===== config.mk =====
export PLATFORM = sky130hd
export DESIGN_NAME = idu_stage
export DESIGN_NICKNAME = d
export VERILOG_FILES = /design/src/rtl/npc_pkg.sv /design/src/rtl/imm_gen.sv /design/src/rtl/idu_stage.sv
export SDC_FILE = /design/constraint.sdc
export NUM_CORES = 1
export LEC_CHECK = 0
export BUFFER_PORTS_ARGS = -buffer_cell sky130_fd_sc_hd__buf_2
export CAP_MARGIN = 15
export CORE_ASPECT_RATIO = 0.8
export CORE_UTILIZATION = 35
export CTS_CLUSTER_DIAMETER = 40
export DETAILED_ROUTE_END_ITERATION = 8
export SLEW_MARGIN = 5
export SYNTH_ARGS = -nofsm -noshare
export SYNTH_HDL_FRONTEND = slang
export SYNTH_HIERARCHICAL = 1
export SYNTH_SLANG_ARGS = --single-unit

===== constraint.sdc =====
create_clock -name clk -period 6.65 [get_ports clk]
set_clock_uncertainty 0.1 [all_clocks]
set_input_delay 0.665 -clock clk [delete_from_list [all_inputs] [get_ports clk]]
set_output_delay 0.665 -clock clk [all_outputs]
set_load 0.03 [all_outputs]

===== src/rtl/npc_pkg.sv =====
// npc_pkg
// Shared definitions for the NPC core front end: RV32 major opcodes, the
// instruction format encoding used by decode and immediate generation, and
// the ALU operation enum handed to the EXU.
// No ports (package).
package npc_pkg;

    localparam logic [6:0] OPC_OP_IMM = 7'b0010011;
    localparam logic [6:0] OPC_OP     = 7'b0110011;
    localparam logic [6:0] OPC_LUI    = 7'b0110111;
    localparam logic [6:0] OPC_AUIPC  = 7'b0010111;
    localparam logic [6:0] OPC_JAL    = 7'b1101111;
    localparam logic [6:0] OPC_JALR   = 7'b1100111;
    localparam logic [6:0] OPC_BRANCH = 7'b1100011;
    localparam logic [6:0] OPC_LOAD   = 7'b0000011;
    localparam logic [6:0] OPC_STORE  = 7'b0100011;
    localparam logic [6:0] OPC_SYSTEM = 7'b1110011;

    localparam logic [31:0] INST_ECALL  = 32'h0000_0073;
    localparam logic [31:0] INST_EBREAK = 32'h0010_0073;

    typedef enum logic [2:0] {
        FMT_R = 3'd0,
        FMT_I = 3'd1,
        FMT_S = 3'd2,
        FMT_B = 3'd3,
        FMT_U = 3'd4,
        FMT_J = 3'd5
    } fmt_e;

    typedef enum logic [3:0] {
        ALU_ADD  = 4'd0,
        ALU_SUB  = 4'd1,
        ALU_SLL  = 4'd2,
        ALU_SLT  = 4'd3,
        ALU_SLTU = 4'd4,
        ALU_XOR  = 4'd5,
        ALU_SRL  = 4'd6,
        ALU_SRA  = 4'd7,
        ALU_OR   = 4'd8,
        ALU_AND  = 4'd9
    } alu_op_e;

    // Map funct3 of OP/OP-IMM onto an ALU operation; alt selects SUB/SRA.
    function automatic alu_op_e alu_from_f3(input logic [2:0] f3, input logic alt);
        alu_op_e op;
        case (f3)
            3'b000:  op = alt ? ALU_SUB : ALU_ADD;
            3'b001:  op = ALU_SLL;
            3'b010:  op = ALU_SLT;
            3'b011:  op = ALU_SLTU;
            3'b100:  op = ALU_XOR;
            3'b101:  op = alt ? ALU_SRA : ALU_SRL;
            3'b110:  op = ALU_OR;
            default: op = ALU_AND;
        endcase
        return op;
    endfunction

endpackage


===== src/rtl/imm_gen.sv =====
// imm_gen
// Combinational immediate generator for the RV32 base formats. All
// immediates sign-extend from inst[31]; R format yields zero.
// Ports:
//   inst  in  [31:7]   instruction word without the opcode field
//   fmt   in  3        instruction format (npc_pkg::fmt_e encoding)
//   imm   out XLEN     sign-extended immediate
module imm_gen #(
    parameter int XLEN = 32
) (
    input  logic [31:7]     inst,
    input  logic [2:0]      fmt,
    output logic [XLEN-1:0] imm
);
    import npc_pkg::*;

    logic [31:0] imm32;

    // Reassemble the scattered immediate bits for each format; B and J
    // offsets are halfword aligned so bit 0 is always zero.
    always_comb begin
        imm32 = 32'd0;
        case (fmt)
            FMT_I:   imm32 = {{20{inst[31]}}, inst[31:20]};
            FMT_S:   imm32 = {{20{inst[31]}}, inst[31:25], inst[11:7]};
            FMT_B:   imm32 = {{19{inst[31]}}, inst[31], inst[7], inst[30:25], inst[11:8], 1'b0};
            FMT_U:   imm32 = {inst[31:12], 12'd0};
            FMT_J:   imm32 = {{11{inst[31]}}, inst[31], inst[19:12], inst[20], inst[30:21], 1'b0};
            default: imm32 = 32'd0;
        endcase
    end

    assign imm = XLEN'($signed(imm32));

endmodule


===== src/rtl/idu_stage.sv =====
// idu_stage
// RV32I/RV32E decode stage between IFU and EXU. Decodes one instruction per
// cycle, reads operands through the external register file, tracks pending
// register writes in a busy scoreboard to stall RAW hazards, and holds the
// decoded result in a one-entry output register.
// Ports:
//   clk, rst_n                 clock, asynchronous active-low reset
//   flush                      drop the output entry, block acceptance
//   in_valid/in_ready          IFU handshake; in_inst, in_pc payload
//   rf_raddr1/2, rf_rdata1/2   register file read ports (combinational)
//   wb_valid, wb_rd            writeback retire, clears busy[wb_rd]
//   out_valid/out_ready        EXU handshake
//   out_pc, out_src1/2, out_imm, out_rd, out_reg_wen, out_alu_op,
//   out_fmt, out_illegal       decoded instruction
module idu_stage #(
    parameter int XLEN   = 32,
    parameter int NR_REG = 32,
    parameter int RW     = $clog2(NR_REG)
) (
    input  logic            clk,
    input  logic            rst_n,
    input  logic            flush,
    input  logic            in_valid,
    output logic            in_ready,
    input  logic [31:0]     in_inst,
    input  logic [XLEN-1:0] in_pc,
    output logic [RW-1:0]   rf_raddr1,
    output logic [RW-1:0]   rf_raddr2,
    input  logic [XLEN-1:0] rf_rdata1,
    input  logic [XLEN-1:0] rf_rdata2,
    input  logic            wb_valid,
    input  logic [RW-1:0]   wb_rd,
    output logic            out_valid,
    input  logic            out_ready,
    output logic [XLEN-1:0] out_pc,
    output logic [XLEN-1:0] out_src1,
    output logic [XLEN-1:0] out_src2,
    output logic [XLEN-1:0] out_imm,
    output logic [RW-1:0]   out_rd,
    output logic            out_reg_wen,
    output logic [3:0]      out_alu_op,
    output logic [2:0]      out_fmt,
    output logic            out_illegal
);
    import npc_pkg::*;

    logic [6:0]      opcode;
    logic [2:0]      funct3;
    logic [6:0]      funct7;
    logic [4:0]      rs1_f, rs2_f, rd_f;
    logic [RW-1:0]   rs1_idx, rs2_idx, rd_idx;

    fmt_e            dec_fmt;
    alu_op_e         dec_alu;
    logic            dec_writes;
    logic            dec_bad;
    logic            use_rs1, use_rs2;
    logic            illegal;
    logic            haz1, haz2, hazard;
    logic            accept;
    logic            busy_set;
    logic [XLEN-1:0] imm;
    logic [NR_REG-1:0] busy, busy_next;

    assign opcode  = in_inst[6:0];
    assign rd_f    = in_inst[11:7];
    assign funct3  = in_inst[14:12];
    assign rs1_f   = in_inst[19:15];
    assign rs2_f   = in_inst[24:20];
    assign funct7  = in_inst[31:25];
    assign rs1_idx = rs1_f[RW-1:0];
    assign rs2_idx = rs2_f[RW-1:0];
    assign rd_idx  = rd_f[RW-1:0];

    assign rf_raddr1 = rs1_idx;
    assign rf_raddr2 = rs2_idx;

    // Opcode/funct decode: picks the format, ALU operation, whether the
    // instruction architecturally writes rd, and flags unknown encodings.
    always_comb begin
        dec_fmt    = FMT_I;
        dec_alu    = ALU_ADD;
        dec_writes = 1'b0;
        dec_bad    = 1'b0;
        case (opcode)
            OPC_OP_IMM: begin
                dec_writes = 1'b1;
                dec_alu    = alu_from_f3(funct3, (funct3 == 3'b101) && funct7[5]);
                if ((funct3 == 3'b001) && (funct7 != 7'b0000000))
                    dec_bad = 1'b1;
                if ((funct3 == 3'b101) && (funct7 != 7'b0000000) && (funct7 != 7'b0100000))
                    dec_bad = 1'b1;
            end
            OPC_OP: begin
                dec_fmt    = FMT_R;
                dec_writes = 1'b1;
                dec_alu    = alu_from_f3(funct3, funct7[5]);
                if (!((funct7 == 7'b0000000) ||
                      ((funct7 == 7'b0100000) && ((funct3 == 3'b000) || (funct3 == 3'b101)))))
                    dec_bad = 1'b1;
            end
            OPC_LUI, OPC_AUIPC: begin
                dec_fmt    = FMT_U;
                dec_writes = 1'b1;
            end
            OPC_JAL: begin
                dec_fmt    = FMT_J;
                dec_writes = 1'b1;
            end
            OPC_JALR: begin
                dec_writes = 1'b1;
                dec_bad    = (funct3 != 3'b000);
            end
            OPC_BRANCH: begin
                dec_fmt = FMT_B;
                case (funct3[2:1])
                    2'b00:   dec_alu = ALU_SUB;
                    2'b10:   dec_alu = ALU_SLT;
                    2'b11:   dec_alu = ALU_SLTU;
                    default: dec_bad = 1'b1;
                endcase
            end
            OPC_LOAD: begin
                dec_writes = 1'b1;
                dec_bad    = (funct3 == 3'b011) || (funct3 == 3'b110) || (funct3 == 3'b111);
            end
            OPC_STORE: begin
                dec_fmt = FMT_S;
                dec_bad = funct3[2] || (funct3 == 3'b011);
            end
            OPC_SYSTEM: begin
                dec_bad = (in_inst != INST_ECALL) && (in_inst != INST_EBREAK);
            end
            default: dec_bad = 1'b1;
        endcase
    end

    assign use_rs1 = (dec_fmt != FMT_U) && (dec_fmt != FMT_J);
    assign use_rs2 = (dec_fmt == FMT_R) || (dec_fmt == FMT_S) || (dec_fmt == FMT_B);

    // Register indices are checked on the full 5-bit field so RV32E rejects
    // x16..x31 instead of silently aliasing them onto x0..x15.
    assign illegal = dec_bad
                   || (use_rs1    && ({1'b0, rs1_f} >= 6'(NR_REG)))
                   || (use_rs2    && ({1'b0, rs2_f} >= 6'(NR_REG)))
                   || (dec_writes && ({1'b0, rd_f}  >= 6'(NR_REG)));

    // A source conflicts with a retired-but-not-written-back producer (busy)
    // or with the producer still parked in our own output register.
    // Illegal instructions never stall since they do not really read.
    assign haz1 = use_rs1 && (rs1_f != 5'd0)
               && (busy[rs1_idx] || (out_valid && out_reg_wen && (out_rd == rs1_idx)));
    assign haz2 = use_rs2 && (rs2_f != 5'd0)
               && (busy[rs2_idx] || (out_valid && out_reg_wen && (out_rd == rs2_idx)));
    assign hazard = !illegal && (haz1 || haz2);

    assign in_ready = (!out_valid || out_ready) && !hazard && !flush;
    assign accept   = in_valid && in_ready;

    imm_gen #(.XLEN(XLEN)) u_imm_gen (
        .inst (in_inst[31:7]),
        .fmt  (dec_fmt),
        .imm  (imm)
    );

    // One-entry output register. Flush drops the entry; otherwise a new
    // instruction replaces it or a consumed entry empties the slot.
    always_ff @(posedge clk or negedge rst_n) begin
        if (!rst_n) begin
            out_valid   <= 1'b0;
            out_pc      <= '0;
            out_src1    <= '0;
            out_src2    <= '0;
            out_imm     <= '0;
            out_rd      <= '0;
            out_reg_wen <= 1'b0;
            out_alu_op  <= '0;
            out_fmt     <= '0;
            out_illegal <= 1'b0;
        end else if (flush) begin
            out_valid <= 1'b0;
        end else if (accept) begin
            out_valid   <= 1'b1;
            out_pc      <= in_pc;
            out_src1    <= use_rs1 ? rf_rdata1 : '0;
            out_src2    <= use_rs2 ? rf_rdata2 : '0;
            out_imm     <= imm;
            out_rd      <= dec_writes ? rd_idx : '0;
            out_reg_wen <= dec_writes && (rd_f != 5'd0) && !illegal;
            out_alu_op  <= dec_alu;
            out_fmt     <= dec_fmt;
            out_illegal <= illegal;
        end else if (out_ready) begin
            out_valid <= 1'b0;
        end
    end

    // An entry discarded by flush is not a real handoff, so it must not
    // mark its destination busy even if the EXU side happened to be ready.
    assign busy_set = out_valid && out_ready && out_reg_wen && !flush;

    // Scoreboard update: writeback clears first so a same-index issue wins.
    always_comb begin
        busy_next = busy;
        if (wb_valid)
            busy_next[wb_rd] = 1'b0;
        if (busy_set)
            busy_next[out_rd] = 1'b1;
        busy_next[0] = 1'b0;
    end

    // Busy bits are registered, so a writeback clear is seen one cycle later.
    always_ff @(posedge clk or negedge rst_n) begin
        if (!rst_n)
            busy <= '0;
        else
            busy <= busy_next;
    end

endmodule


==> results.json, run 1 <==
{
  "outcome": "completed",
  "synth_xor_area_frac": 0.0104,
  "register_area_mm2": 0.00435,
  "critPathBufInv": 3,
  "dieHeight_um": 141,
  "cts-root-buf": "clkbuf_16",
  "hpwl_um": 17600,
  "ys_seq_area_frac": 0.518,
  "ys_ff_latch": 174,
  "period_share": 0.663,
  "path_cells": "buf_2 -> or4_4 -> nor4_1 -> nand4_1 -> a221oi_2 -> or3b_1 -> nand2_1 -> buf_4 -> nor3_1 -> buf_2",
  "nets": 1108,
  "powerDensity_mw_per_mm2": 273,
  "critPathCaptureType": "primary output",
  "clkTransAtPathRegs_ns": 0.08,
  "synth_cell_types": 63,
  "initial_core_util": 0.358,
  "slew_headroom": 0.267,
  "grt_use_total": 0.205,
  "io_buffers": 292,
  "synthArstFlopShare": 1.00,
  "final_max_slew_viol_count": 0,
  "cp.arrival_ns": 3.64,
  "drive_gt1_frac": 0.433,
  "clkLatencyLatePin_ns": 0.43,
  "design.core.area_mm2": 0.0235,
  "synth_top_family_by_area": "compound AO/OA/AOI/OAI gates",
  "yosysWarningCount": 6,
  "rsz0062_at_grt": "no",
  "fin_util": 0.451,
  "io_pins": 293,
  "synth_simple_gate_area_frac": 0.113,
  "critPathMostFrequentCell": "buf_2",
  "dieArea_mm2": 0.0246,
  "synth_area_leader_cell": "dfrtp_1",
  "clk_path_buf_depth": 2,
  "cts_hold_buf": 0,
  "grt_pass1_vias": 6734,
  "gp_congestion": 0.793,
  "antenna_found_initial": 3,
  "regToRegStartpoint": "out_rd[2]",
  "synth_common_cells": "dfrtp_1, o21ai_0, mux2_2",
  "synth_cells": 712,
  "drtIter0Drc": 385,
  "ys.flop_type": "dfrtp_1",
  "tightest_slew_ns": 1.09,
  "synth-edff-count": 0,
  "drv_cap": 0,
  "p_leak_uw": 0.00499,
  "cp_top_family": "simple AND/OR/NAND/NOR gates",
  "critPathLaunchType": "input pin",
  "overflow": 0,
  "yosysMostFrequentCell": "dfrtp_1",
  "cts_setup_buffers": 0,
  "rows": 50,
  "cts_buffers": 17,
  "hold_viol": 0,
  "worstHoldPathType": "input pin to async pin",
  "vias": 7013,
  "period_needed_ns": 4.41,
  "path_max_fanout": 34,
  "finalSetupTns_ns": 0,
  "r2r-end": "out_pc[3]",
  "synth_nets": 851,
  "grt_pass1_wl_um": 39200,
  "htreeDepth": 4,
  "reg2reg_depth": 9,
  "drtAntennaViolNets": 0,
  "cts_resized": 0,
  "wl_um": 25300,
  "crit_type": "input pin to primary output",
  "synth_area_per_cell_um2": 11.8,
  "synth_mux_area_frac": 0.142,
  "max_stage_delay_ns": 0.59,
  "firstDrtPassIters": 4,
  "critPathSlowestCell": "or4_4",
  "clock-sinks": 174,
  "viasPerCell": 5.41,
  "r2r_setup_slack_ns": 3.24,
  "synth-compound-area-share": 0.170,
  "yosys.area_share.adder": 0,
  "clock.fmax_ghz": 0.227,
  "synth_top_area_share": 0.518,
  "fillCellCount": 2244,
  "synth_area_mm2": 0.00840,
  "fp.dieW_um": 175,
  "cts_tree": "built",
  "setup-violations-final": 0,
  "multi_input_area_mm2": 0.00367,
  "drc_errors": 0,
  "wl_per_cell_um": 19.5,
  "synthTopCellsByArea": "dfrtp_1, mux2_2, o21ai_0",
  "area_growth_pct": 26.1,
  "peakVddDrop_v": 0.000160,
  "grt_max_degree": 103,
  "required_ns": 5.88
}
==> area by class of cell <==
class / count / share of cell area
Timing Repair Buffer: 302 / 0.148
Sequential cell: 174 / 0.411
Clock inverter: 13 / 0.0136
Multi-Input combinational cell: 470 / 0.347
Antenna cell: 2 / 0.000473
Tap cell: 312 / 0.0369
Clock buffer: 19 / 0.0418
Inverter: 4 / 0.00142
==> power by group <==
group	switching (uW)	leakage, uW	internal (uW)
Clock	469	0.000287	544
Sequential	62.1	0.00223	1170
Combinational	422	0.00248	227
Total	953	0.00499	1940
==> worst max path at each step <==
stage,slack (ns),endpoint,depth (start not counted),start
global route,2.06,in_ready,10,in_inst[21]
CTS,2.26,in_ready,10,in_inst[21]
global placement,2.15,out_pc[4],9,in_inst[21]
floorplan,2.96,in_ready,8,in_inst[17]
finish,2.24,in_ready,10,in_inst[21]
detailed placement,2.06,out_pc[0],9,in_inst[21]
==> metal layers <==
metal,vias to the layer above,wire [um],track usage
met5,-,13,0
met4,2,354,0.0590
met3,23,1920,0.0486
met2,296,11300,0.309
met1,3477,11600,0.292
li1,3215,-,-
==> flip-flops by register name (all words and copies together), names as in the netlist <==
name         flops
out_fmt          3
out_rd           5
out_src1        32
out_illegal      1
out_src2        32
busy            31
out_alu_op       4
out_valid        1
out_pc          32
out_imm         32
out_reg_wen      1
==> kinds of logic (layout without fill, tap and decap cells) <==
family,count (synthesis),in the layout
buf+inv,68,338
flops,174,174
other cells,0,2
xor+xnor,10,10
simple gates,170,170
compound gates,199,199
mux,91,91
==> through the flow <==
step	setup WS [ns]	hold WS, ns	instance area [um2]	power [uW]	std cells
6_report	2.24	0.231	10600	2890	1296
5_1_grt	2.06	0.308	10600	3020	1296
4_1_cts	2.26	0.286	10600	2930	1293
3_5_place_dp	2.06	0.368	9980	1910	1261
3_3_place_gp	2.15	0.368	9980	1900	1261
2_1_floorplan	2.96	0.269	8400	1670	712
==> placed cells by master, fill, tap and decap left out, types with 6 or more instances in the layout <==
cell       instances
nor3_1             6
xor2_1             6
o21ai_0           80
a21o_1            10
mux2_2            54
mux4_2            12
nor2_1            18
a32o_1            37
nand2b_1           6
nand3b_1          14
buf_2            291
mux2_4            10
nand2_1           35
nand3_1           40
clkbuf_16         17
buf_4              8
and2_1             8
nor2b_1            7
dfrtp_1          174
mux2_1            10
o2bb2ai_1         33
No activity file was read; power rests on OpenSTA's default activity.
==> run 2, diff against run 1 <==
- clock period: 6.65 -> 4.4 ns (I/O delays scaled with it)
==> run 2 against run 1 <==
Non-clock buffer count rose by 2. Sequential share of layout area is essentially flat. Design area about the same. Final cell count fell by 0.31%. Critical path type unchanged.
==> results.json, run 2 (synthesis gave the netlist of run 1 again) <==
{
  "drtAntennaViolNets": 0,
  "initial_core_util": 0.358,
  "peakVddDrop_v": 0.000218,
  "wl_met1_um": 11400,
  "overflow": 0,
  "top_layer_used": "met4",
  "final_cells": 1292,
  "critPathSlowestCell": "or4_4",
  "path_cells": "buf_2 -> or4_4 -> nor4_1 -> nand4_1 -> a221oi_2 -> or3b_1 -> nand2_1 -> nor3_1 -> buf_2",
  "design.core.area_mm2": 0.0235,
  "grt_pass1_wl_um": 39400,
  "critPathCaptureType": "primary output",
  "clock.fmax_ghz": 0.288,
  "dr_wl_met3_um": 2020,
  "io_buffers": 292,
  "drv_cap": 0,
  "htreeDepth": 4,
  "antenna_found_initial": 0,
  "antenna_cells": 0,
  "p_leak_uw": 0.00498,
  "cts_hold_buf": 0,
  "cts-root-buf": "clkbuf_16",
  "dpl.cell_count": 1264,
  "cp.arrival_ns": 2.93,
  "cts_setup_buffers": 0,
  "grt_max_degree": 107,
  "io_pins": 293,
  "crit_type": "input pin to primary output",
  "clk_path_buf_depth": 2,
  "critPathLaunchType": "input pin",
  "outcome": "completed",
  "hold_ws_ns": 0.0379,
  "wl_per_cell_um": 19.7,
  "wl_um": 25400,
  "rsz0062_at_grt": "no",
  "drc_errors": 0,
  "dieArea_mm2": 0.0246,
  "period_share": 0.789,
  "r2r_setup_slack_ns": 1.47,
  "tightest_slew_ns": 1.02,
  "hold_viol": 0,
  "powerDensity_mw_per_mm2": 411,
  "vias": 6986,
  "clkLatencyLatePin_ns": 0.43,
  "slew_headroom": 0.319,
  "cp_top_family": "simple AND/OR/NAND/NOR gates",
  "critPathBufInv": 2,
  "cts_buffers": 17,
  "drtIter0Drc": 472,
  "fin_util": 0.451,
  "hpwl_um": 17700,
  "grt_pass1_vias": 6842,
  "nets": 1110,
  "grt_use_total": 0.207,
  "max_stage_delay_ns": 0.55,
  "worstHoldPathType": "input pin to async pin",
  "setup-violations-final": 0,
  "power_uw": 4350,
  "final_common_cell": "buf_2",
  "viasPerCell": 5.41,
  "cts_resized": 0,
  "final_cell_mix": "buf_2, dfrtp_1, o21ai_0",
  "rows": 50,
  "area_growth_pct": 26.0,
  "clock-sinks": 174,
  "gp_congestion": 0.773,
  "firstDrtPassIters": 5,
  "wl_met2_um": 11700,
  "critPathMostFrequentCell": "buf_2",
  "final_max_slew_viol_count": 0,
  "period_needed_ns": 3.47,
  "required_ns": 3.86,
  "cts_tree": "built",
  "dieHeight_um": 141,
  "path_max_fanout": 13,
  "clkTransAtPathRegs_ns": 0.08,
  "fillCellCount": 2273,
  "drive_gt1_frac": 0.429,
  "fp.dieW_um": 175,
  "finalSetupTns_ns": 0
}
==> run 2: cell types whose count changed in the layout (fill, tap and decap cells not counted), sizes merged, moves of 2 or more <==
cell / previous run / this run
buf: 302 / 304
bufinv: 1 / 3
diode: 2 / 0
clkbuf: 19 / 21
inv: 13 / 4
clkinvlp: 1 / 3
==> run 2: path summary, 6_finish.rpt <==
| path | to | from | cells after the start |
|---|---|---|---|
| min reg2reg | out_src2[13] | out_src2[13] | 1 |
| max | in_ready | in_inst[22] | 9 |
| min | out_imm[28] | rst_n | 1 |
| max in group asynchronous | out_src1[24] | rst_n | 2 |
| max reg2reg | out_imm[31] | busy[13] | 8 |
| min in group clk | out_valid | flush | 2 |
==> run 2: power breakdown <==
group	total, uW	internal (uW)	switching [uW]
Sequential	1860	1770	94.2
Combinational	983	346	637
Clock	1510	880	628
Total	4350	2990	1360
==> run 2: cell type report <==
class / instances / area, um2 / area share
clock buffers: 21 / 440 / 0.0416
clock inverters: 7 / 118 / 0.0111
inverters: 4 / 15.0 / 0.00142
multi-input cells: 470 / 3670 / 0.347
flip-flops and latches: 174 / 4350 / 0.411
well taps: 312 / 390 / 0.0369
repair buffers: 304 / 1600 / 0.151
==> run 2: routing by layer <==
| metal | track usage | vias up |
|---|---|---|
| met4 | 0.0563 | 0 |
| met5 | 0 | - |
| met2 | 0.318 | 293 |
| met3 | 0.0592 | 28 |
| met1 | 0.285 | 3461 |
| li1 | - | 3204 |
==> run 2: stage by stage <==
stage | instance area, um2 | worst slack [ns]
after floorplan | 8400 | 1.16
after global placement | 10000 | 0.734
after detailed placement | 10000 | 0.695
after CTS | 10600 | 0.908
after global routing | 10600 | 0.710
final | 10600 | 0.927
